[config.mk]
export PLATFORM = sky130hd
export DESIGN_NAME = mem_port_arbiter
export DESIGN_NICKNAME = d
export VERILOG_FILES = /design/src/rtl/mem_arb_pkg.sv /design/src/rtl/rr_picker.sv /design/src/rtl/mem_port_arbiter.sv
export SDC_FILE = /design/constraint.sdc
export NUM_CORES = 1
export LEC_CHECK = 0
export ABC_CLOCK_PERIOD_IN_PS = 3900
export CAP_MARGIN = 40
export CORE_UTILIZATION = 26
export DETAILED_ROUTE_END_ITERATION = 6
export GPL_ROUTABILITY_DRIVEN = 0
export PLACE_DENSITY = 0.63
export SLEW_MARGIN = 10
export SYNTH_ARGS = -nofsm -noshare
export SYNTH_HDL_FRONTEND = slang
export SYNTH_SLANG_ARGS = --single-unit
[constraint.sdc]
create_clock -name clk -period 3.9 [get_ports clk]
set_input_delay 0.975 -clock clk [delete_from_list [all_inputs] [get_ports clk]]
set_output_delay 0.975 -clock clk [all_outputs]
set_load 0.02 [all_outputs]
[src/rtl/mem_arb_pkg.sv]
// Shared types and sizing for the hash-engine memory port arbiter.
// Burst lengths are clamped into 1..MAX_BURST before counting.
package mem_arb_pkg;

    localparam int DEF_NUM_REQ = 4;
    localparam int DEF_ADDR_W  = 16;
    localparam int DEF_DATA_W  = 32;
    localparam int DEF_LEN_W   = 5;
    localparam int MAX_BURST   = 16;
    localparam int CNT_W       = $clog2(MAX_BURST + 1);

    typedef enum logic [1:0] {
        IDLE  = 2'd0,
        BURST = 2'd1,
        WAIT  = 2'd2,
        LAST  = 2'd3
    } state_t;

    // A zero-length request still moves one word.
    function automatic logic [CNT_W-1:0] eff_len(input int unsigned len);
        if (len == 0)
            return CNT_W'(1);
        else if (len > MAX_BURST)
            return CNT_W'(MAX_BURST);
        else
            return CNT_W'(len);
    endfunction

endpackage

[src/rtl/rr_picker.sv]
// Combinational round-robin picker: one-hot choice of the first active
// request found after the previous grantee, wrapping modulo N.
module rr_picker #(
    parameter int N  = 4,
    parameter int IW = 2
) (
    input  logic [N-1:0]  request,
    input  logic [IW-1:0] last,
    output logic [N-1:0]  pick
);

    logic          found;
    logic [IW-1:0] idx;

    always_comb begin
        pick  = '0;
        found = 1'b0;
        idx   = '0;
        // The previous grantee is visited last, so it only wins when alone.
        for (int k = 1; k <= N; k++) begin
            idx = IW'((int'(last) + k) % N);
            if (!found && request[idx]) begin
                pick[idx] = 1'b1;
                found     = 1'b1;
            end
        end
    end

endmodule

[src/rtl/mem_port_arbiter.sv]
// Round-robin burst arbiter sharing one synchronous memory port among
// NUM_REQ hash engines; one beat per cycle, one-cycle read latency.
module mem_port_arbiter
    import mem_arb_pkg::*;
#(
    parameter int NUM_REQ = DEF_NUM_REQ,
    parameter int ADDR_W  = DEF_ADDR_W,
    parameter int DATA_W  = DEF_DATA_W,
    parameter int LEN_W   = DEF_LEN_W
) (
    input  logic                      clk,
    input  logic                      reset,
    input  logic [NUM_REQ-1:0]        req,
    input  logic [NUM_REQ-1:0]        req_we,
    input  logic [NUM_REQ*ADDR_W-1:0] req_addr,
    input  logic [NUM_REQ*LEN_W-1:0]  req_len,
    input  logic [NUM_REQ*DATA_W-1:0] req_wdata,
    output logic [NUM_REQ-1:0]        gnt,
    output logic                      take,
    output logic [NUM_REQ-1:0]        rd_valid,
    output logic [DATA_W-1:0]         rd_data,
    output logic [NUM_REQ-1:0]        done,
    output logic                      mem_clk,
    output logic                      mem_we,
    output logic [ADDR_W-1:0]         mem_addr,
    output logic [DATA_W-1:0]         mem_write_data,
    input  logic [DATA_W-1:0]         mem_read_data
);

    localparam int IDX_W = (NUM_REQ > 1) ? $clog2(NUM_REQ) : 1;

    state_t              state_reg;
    logic [NUM_REQ-1:0]  gnt_reg;
    logic                take_reg;
    logic [NUM_REQ-1:0]  rd_valid_reg;
    logic [NUM_REQ-1:0]  done_reg;
    logic                beat_valid_reg;
    logic                mem_we_reg;
    logic [ADDR_W-1:0]   mem_addr_reg;
    logic [DATA_W-1:0]   mem_wdata_reg;
    logic [ADDR_W-1:0]   addr_reg;
    logic [CNT_W-1:0]    cnt_reg;
    logic                we_reg;
    logic [IDX_W-1:0]    last_reg;

    logic [NUM_REQ-1:0]  pick;
    logic [IDX_W-1:0]    pick_idx;
    logic [NUM_REQ-1:0]  grant_onehot;

    logic [ADDR_W-1:0]   addr_arr  [NUM_REQ];
    logic [LEN_W-1:0]    len_arr   [NUM_REQ];
    logic [DATA_W-1:0]   wdata_arr [NUM_REQ];

    generate
        for (genvar gi = 0; gi < NUM_REQ; gi++) begin : g_unpack
            assign addr_arr[gi]  = req_addr[gi*ADDR_W +: ADDR_W];
            assign len_arr[gi]   = req_len[gi*LEN_W +: LEN_W];
            assign wdata_arr[gi] = req_wdata[gi*DATA_W +: DATA_W];
        end
    endgenerate

    rr_picker #(
        .N  (NUM_REQ),
        .IW (IDX_W)
    ) u_picker (
        .request (req),
        .last    (last_reg),
        .pick    (pick)
    );

    always_comb begin
        pick_idx = '0;
        for (int k = 0; k < NUM_REQ; k++) begin
            if (pick[k])
                pick_idx = IDX_W'(k);
        end
    end

    assign grant_onehot = NUM_REQ'(1) << last_reg;

    always_ff @(posedge clk or posedge reset) begin
        if (reset) begin
            state_reg      <= IDLE;
            gnt_reg        <= '0;
            take_reg       <= 1'b0;
            rd_valid_reg   <= '0;
            done_reg       <= '0;
            beat_valid_reg <= 1'b0;
            mem_we_reg     <= 1'b0;
            mem_addr_reg   <= '0;
            mem_wdata_reg  <= '0;
            addr_reg       <= '0;
            cnt_reg        <= '0;
            we_reg         <= 1'b0;
            last_reg       <= IDX_W'(NUM_REQ - 1);
        end else begin
            beat_valid_reg <= 1'b0;
            // Memory returns a word one cycle after its address is presented.
            rd_valid_reg   <= (beat_valid_reg && !we_reg) ? grant_onehot : '0;
            case (state_reg)
                IDLE: begin
                    if (|req) begin
                        gnt_reg   <= pick;
                        last_reg  <= pick_idx;
                        we_reg    <= req_we[pick_idx];
                        addr_reg  <= addr_arr[pick_idx];
                        cnt_reg   <= eff_len(32'(len_arr[pick_idx]));
                        take_reg  <= 1'b1;
                        state_reg <= BURST;
                    end
                end
                BURST: begin
                    mem_addr_reg   <= addr_reg;
                    mem_we_reg     <= we_reg;
                    mem_wdata_reg  <= wdata_arr[last_reg];
                    beat_valid_reg <= 1'b1;
                    addr_reg       <= addr_reg + ADDR_W'(1);
                    cnt_reg        <= cnt_reg - CNT_W'(1);
                    if (cnt_reg == CNT_W'(1)) begin
                        take_reg  <= 1'b0;
                        state_reg <= WAIT;
                    end
                end
                WAIT: begin
                    mem_we_reg <= 1'b0;
                    gnt_reg    <= '0;
                    done_reg   <= grant_onehot;
                    state_reg  <= LAST;
                end
                LAST: begin
                    done_reg  <= '0;
                    state_reg <= IDLE;
                end
                default: state_reg <= IDLE;
            endcase
        end
    end

    assign gnt            = gnt_reg;
    assign take           = take_reg;
    assign rd_valid       = rd_valid_reg;
    assign done           = done_reg;
    assign rd_data        = mem_read_data;
    assign mem_clk        = clk;
    assign mem_we         = mem_we_reg;
    assign mem_addr       = mem_addr_reg;
    assign mem_write_data = mem_wdata_reg;

endmodule

==> summary.md, run 1 <==
| Metric | Value |
|---|---|
| Status | complete, no violations |
| Worst VDD drop | 0.390 mV |
| Max Slew Vio Count | 0 |
| FP Rows | 54 |
| Worst path arrival time | 2.72 ns |
| Final hold violation count | 0 |
| Input/output buffers | 284 |
| Yosys top cell area share | 36.7% |
| NetSw | 3360 µW |
| Worst-Skew Late Latency | 0.46 ns |
| CP startpoint kind | clock port |
| Top_reg_cell synth | dfrtp_1 |
| Max incr delay on CP | 0.52 ns |
| Int Pwr | 4470 µW |
| Detailed Routing Iterations Pass 1 | 4 |
| Syn avg cell area | 11.0 µm² |
| Switching Fraction | 42.9% |
| Largest register FFs | 32 |
| Yosys reg bits | 89 |
| Count leader, synth | dfrtp_1 |
| CP endpoint kind | output port |
| Hold Crit Class | register to register |
| Top cells by area, synth | dfrtp_1 37%, mux4_2 14%, mux2_2 9.7%, mux2i_1 4.9%, buf_4 4.2% |
| Post-synth top cells | 87 x dfrtp_1, 51 x mux2_2, 49 x a21oi_1 |
| Post-CTS sizing | 0 |
| Syn Inst Count | 538 |
| Reg clk slew, reported paths | 0.07 ns |
| Initial antenna violation count | 0 |
| Num ports | 349 |
| Clk network pwr share | 14.3% |
| Endpoints failing setup | 0 |
| DP Wirelength | 16200 µm |
| Max Cap Viol | 0 |
| Total power | 7830 µW |
| Mapped Area | 5940 µm² |
| Mapped Nets | 807 |
| Post-synthesis cell type count | 51 |
| Area Overhead vs Synth | 55.5% |
| Synth async-reset ratio | 100% |
| RSZ-0062 raised after global routing | no |
| Largest net degree at the start of global routing | 58 |
| Average via count per standard cell | 5.03 |
| EDFF count, synth | 0 |
| First-pass GRT wire length | 32000 µm |
| Slew HR | 60.3% |
| Gr ovfl total | 0 |
| DR WL/cell | 19.3 µm |
| Sequential share of power | 22.7% |
| Vias | 5373 |
| Final net count | 1052 |
| Hold-fix buffers, CTS | 0 |
| Routed Antenna Nets | 0 |
| Actual slew at the worst max-slew pin | 0.595 ns |
| Vias in the first global route | 5605 |
| Critical Path Fanout Max | 2 |
| Layout cells sized above 1 | 16.4% |
| Setup bufs post-CTS | 0 |
| Die ar. | 23500 µm² |
| Fin Setup TNS | 0 ns |
| DRC errors left | 0 |
| Critical path type | clock port to output port |
| Ant. Diodes | 0 |
| Top cell by count, worst path | clkbuf_16 |
| WP data required | 2.92 ns |
| Crit-path slowest cell | clkdlybuf4s50_1 |
| Die width | 153 µm |
| Pwr/cell area | 848 nW/µm² |
| Ys Warns | 0 |
| CP cell instances | clkbuf_16 -> clkbuf_16 -> clkdlybuf4s50_1 |
| Comb pwr share | 63.0% |
| CTS tree | yes |
| Leak Pwr | 0.00357 µW |
| Wirelength, routed | 20600 µm |
| Yosys top cell by area | dfrtp_1 |
| Initial DRC Count | 297 |
| Overall Global Routing Usage | 18.0% |
| Initial core utilization | 26.9% |
| Skew final | 0.00690 ns |
| Sequential area share after synthesis | 37.5% |
| Core Region | 22100 µm² |
| Die Y | 153 µm |
metal layers:
| metal | routed length, µm | part of all wire (%) | track usage [%] |
|---|---|---|---|
| met5 | 0 | 0 | 0 |
| met4 | 487 | 2.4 | 7.12 |
| met3 | 1530 | 7.4 | 4.59 |
| met2 | 10600 | 51 | 31.3 |
| met1 | 8000 | 39 | 21.0 |
power groups by stage:
stage	Combinational, µW	Clock (µW)	Sequential (µW)
2_1_floorplan	3110	30.0	2030
3_3_place_gp	4900	34.4	1790
3_5_place_dp	4970	34.4	1800
4_1_cts	4980	1150	1790
5_1_grt	5370	1190	1860
6_report	4940	1120	1780
kinds of logic after synthesis:
logic type	Yosys count	share of synthesized area (%)
flops	89	37.5
mux	117	28.4
fa+ha+maj	15	3.16
simple gates	97	7.98
compound gates	139	14.7
buf+inv	81	8.19
final timing paths:
kind | from | to | slack [ns] | cells after the start
setup / recovery | clk | mem_clk | 0.21 | 3
hold / removal | gnt[2] | gnt[2] | 0.50 | 2
setup reg to reg | last_reg[0] | cnt_reg[0] | 0.45 | 10
hold reg to reg | gnt[2] | gnt[2] | 0.50 | 2
max in group asynchronous | reset | last_reg[1] | 2.29 | 3
min in group asynchronous | reset | mem_write_data[23] | 0.89 | 2
cells in the final DEF, fill, tap and decap left out, types with 3 or more instances in the layout:
| cell type | count |
|---|---|
| clkdlybuf4s50_1 | 284 |
| buf_12 | 3 |
| buf_4 | 11 |
| and2_1 | 6 |
| mux2i_1 | 29 |
| dfrtp_1 | 87 |
| o21a_1 | 3 |
| mux2_2 | 51 |
| nand4_1 | 4 |
| mux4_2 | 36 |
| o21ai_0 | 23 |
| ha_1 | 14 |
| nor2b_1 | 4 |
| a211oi_1 | 12 |
| clkbuf_16 | 12 |
| a22o_1 | 3 |
| o21ai_1 | 14 |
| a221o_1 | 4 |
| nor3_1 | 5 |
| inv_1 | 13 |
| nand2_1 | 24 |
| o22ai_1 | 9 |
| nor2_1 | 30 |
| a21oi_1 | 49 |
| nand3_1 | 12 |
| a211o_1 | 3 |
critical path: cells and delay by family:
family                 cells  cell delay [ns]
buffers and inverters      3             0.76
through the flow:
stage / instances / setup slack (ns) / hold WS, ns / area (µm²) / util [%]
after global routing: 1068 / 0.202 / 0.519 / 9240 / 41.8
after floorplan: 538 / 0.433 / 0.478 / 5940 / -
after global placement: 1049 / 0.163 / 0.474 / 8850 / 40.0
final: 1068 / 0.208 / 0.497 / 9240 / 41.8
after detailed placement: 1049 / 0.0978 / 0.486 / 8850 / 40.0
after CTS: 1068 / 0.203 / 0.502 / 9240 / 41.8
final cells by class:
| cell class | instances | area (µm²) |
|---|---|---|
| clock inverters | 5 | 62.6 |
| repair buffers | 297 | 2980 |
| fillers | 2130 | 12900 |
| well taps | 280 | 350 |
| flip-flops and latches | 89 | 2230 |
| multi-input cells | 368 | 3230 |
| inverters | 14 | 55.1 |
| clock buffers | 15 | 338 |
Note: power is estimated with default switching activity, not from simulation.
==> run 2: changes to the inputs <==
Settings changed: SYNTH_HIERARCHICAL set to 1.
==> summary.md, run 2 <==
| Metric | Value |
|---|---|
| DRC errors left | 0 (unchanged) |
| Final net count | 1070 (+1.7%) |
| Syn Inst Count | 541 (+0.56%) |
| Wirelength, routed | 19200 µm (-7.0%) |
| Actual slew at the worst max-slew pin | 0.749 ns (+0.154 ns) |
| First-pass GRT wire length | 29700 µm (-7.0%) |
| CP cell instances | clkbuf_16 -> clkbuf_16 -> clkdlybuf4s50_1 |
| Sequential area share after synthesis | 37.0% (-0.56 points) |
| Commonest non-fill, non-tap cell in the layout | clkdlybuf4s50_1 |
| Worst path arrival time | 2.72 ns (about the same) |
| Slew HR | 50.0% (-10 points) |
| Area Overhead vs Synth | 57.5% |
| Synth Area in Compound Gates | 12.5% (-2.2 points) |
| DRT met1 WL | 8070 µm (+0.98%) |
| Synth async-reset ratio | 100% (unchanged) |
| Layout cells sized above 1 | 18.9% (+2.5 points) |
| Post-synthesis cell type count | 55 (+7.8%) |
| Largest net degree at the start of global routing | 48 (-17%) |
| Gr ovfl total | 0 (unchanged) |
| Yosys top cell by area | dfrtp_1 |
| Overall Global Routing Usage | 16.5% (-1.5 points) |
| Yosys reg bits | 89 (unchanged) |
| Routed Antenna Nets | 0 (unchanged) |
| Post-route cell area | 9500 µm² (+2.8%) |
| Critical Path Fanout Max | 2 (unchanged) |
| XOR/XNOR Fraction of Synth Area | 0% (unchanged) |
| Count leader, synth | dfrtp_1 |
| Max Cap Viol | 0 (unchanged) |
| Syn avg cell area | 11.1 µm² (+0.95%) |
| Largest register FFs | 32 (unchanged) |
| Routed wl met2 | 9250 µm (-13%) |
| Average via count per standard cell | 4.82 (-4.3%) |
| Worst-Skew Late Latency | 0.46 ns (about the same) |
| Post-CTS sizing | 0 (unchanged) |
| FP Rows | 55 (+1.9%) |
| Pwr/cell area | 812 nW/µm² (-4.2%) |
| RSZ-0062 raised after global routing | no |
| Fillers | 2149 (+0.89%) |
| Critical path type | clock port to output port |
| Hold-fix buffers, CTS | 0 (unchanged) |
| Reg clk slew, reported paths | 0.07 ns (about the same) |
| Top_reg_cell synth | dfrtp_1 |
| Initial core utilization | 26.6% (-0.33 points) |
| Max incr delay on CP | 0.52 ns (about the same) |
| Worst VDD drop | 0.399 mV (+2.2%) |
| Yosys top cell area share | 36.1% (-0.55 points) |
| Ys Warns | 6 (+6) |
| DP Wirelength | 14800 µm (-8.5%) |
| Most frequent cells in the layout | 284 x clkdlybuf4s50_1, 87 x dfrtp_1, 52 x mux2_2 |
| Leak Pwr | 0.00371 µW (+4.0%) |
| Crit-path slowest cell | clkdlybuf4s50_1 |
| Die ar. | 23800 µm² (+1.5%) |
| Endpoints failing setup | 0 (unchanged) |
| Initial DRC Count | 181 (-39%) |
| Die width | 154 µm (+0.75%) |
| Initial antenna violation count | 0 (unchanged) |
| DR WL/cell | 17.6 µm (-8.8%) |
| WP data required | 2.92 ns (about the same) |
| Final hold violation count | 0 (unchanged) |
| Input/output buffers | 284 (unchanged) |
| Top cell by count, worst path | clkbuf_16 |
| Placed cell areas | 9100 µm² (+2.8%) |
| DR WL met3 | 1450 µm (-5.4%) |
| Reg2Reg Setup Slack | 0.38 ns (-0.07 ns) |
| Status | complete, no violations |
| Simple-Gate Fraction of Synth Area | 10.1% (+2.2 points) |
| Worst hold margin | 0.506 ns (+0.00900 ns) |
| EDFF count, synth | 0 (unchanged) |
| CP endpoint kind | output port |
| Die Y | 154 µm (+0.75%) |
| Mapped Nets | 811 (+0.50%) |
| Mapped Area | 6030 µm² (+1.5%) |
| Setup bufs post-CTS | 0 (unchanged) |
| Max Slew Vio Count | 0 (unchanged) |
| Detailed Routing Iterations Pass 1 | 4 (unchanged) |
| Adder-cell area share of the yosys netlist | 3.32% (+0.16 points) |
| Vias | 5250 (-2.3%) |
| Proportion of synthesized area in mux cells | 28.3% (-0.13 points) |
| Hold Crit Class | register to register |
| Largest family of logic cells by synthesized area | multiplexers |
| DR top layer | met4 |
| Skew final | 0.00745 ns (+0.000547 ns) |
| CP startpoint kind | clock port |
| Core Region | 22700 µm² (+2.8%) |
| CTS tree | yes |
| Ant. Diodes | 0 (unchanged) |
| Top cells by area, synth | dfrtp_1 36%, mux4_2 13%, mux2_2 9.7%, buf_4 5.0%, mux2i_1 5.0% |
| Num ports | 349 (unchanged) |
| Vias in the first global route | 5343 (-4.7%) |
| Post-synth top cells | 87 x dfrtp_1, 52 x mux2_2, 45 x nand2_1 |
[run 2: kinds of logic (layout without fill, tap and decap cells)]
group | count (synthesis) | after routing
compound gates | 109 | 109
fa+ha+maj | 16 | 16
buf+inv | 89 | 353
flops | 89 | 89
mux | 118 | 118
simple gates | 120 | 120
[run 2: cell type report]
class	count	area [µm²]	area share, %
multi-input cells	363	3280	34.6
repair buffers	313	3140	33.0
flip-flops and latches	89	2230	23.5
well taps	285	357	3.75
clock buffers	13	310	3.27
clock inverters	7	101	1.07
inverters	20	77.6	0.817
[run 2: per-stage QoR]
step | TNS, ns | util [%] | worst slack (ns) | cells | power (µW)
floorplan | 0 | - | 0.621 | 541 | 4900
global placement | -0.0500 | 39.8 | -0.0135 | 1068 | 6520
detailed placement | -0.467 | 40.1 | -0.110 | 1071 | 6640
CTS | 0 | 41.8 | 0.196 | 1090 | 7820
global route | 0 | 41.8 | 0.193 | 1090 | 8290
finish | 0 | 41.8 | 0.200 | 1090 | 7710
[run 2: where the power goes]
part	switching (µW)	total (µW)	leakage, µW	internal, µW
logic	2330	4790	0.00246	2470
registers	367	1760	0.00106	1390
clock network	445	1160	0.000199	717
[run 2: path summary, 6_finish.rpt]
path | from | end | cells after the start
max | clk | mem_clk | 3
min | mem_write_data[7] | mem_write_data[7] | 1
max reg2reg | last_reg[0] | addr_reg[1] | 13
min reg2reg | mem_write_data[7] | mem_write_data[7] | 1
max in group asynchronous | reset | last_reg[1] | 3
min in group asynchronous | reset | mem_write_data[14] | 2
[run 2: critical path, delay by kind of cell]
family	cells	cell delay, ns
buffers and inverters	3	0.77
[run 2: routing by layer]
metal | global-route usage (%) | up-vias
li1 | - | 2495
met1 | 19.5 | 2503
met2 | 27.5 | 224
met3 | 4.74 | 28
met4 | 7.69 | 0
met5 | 0 | -
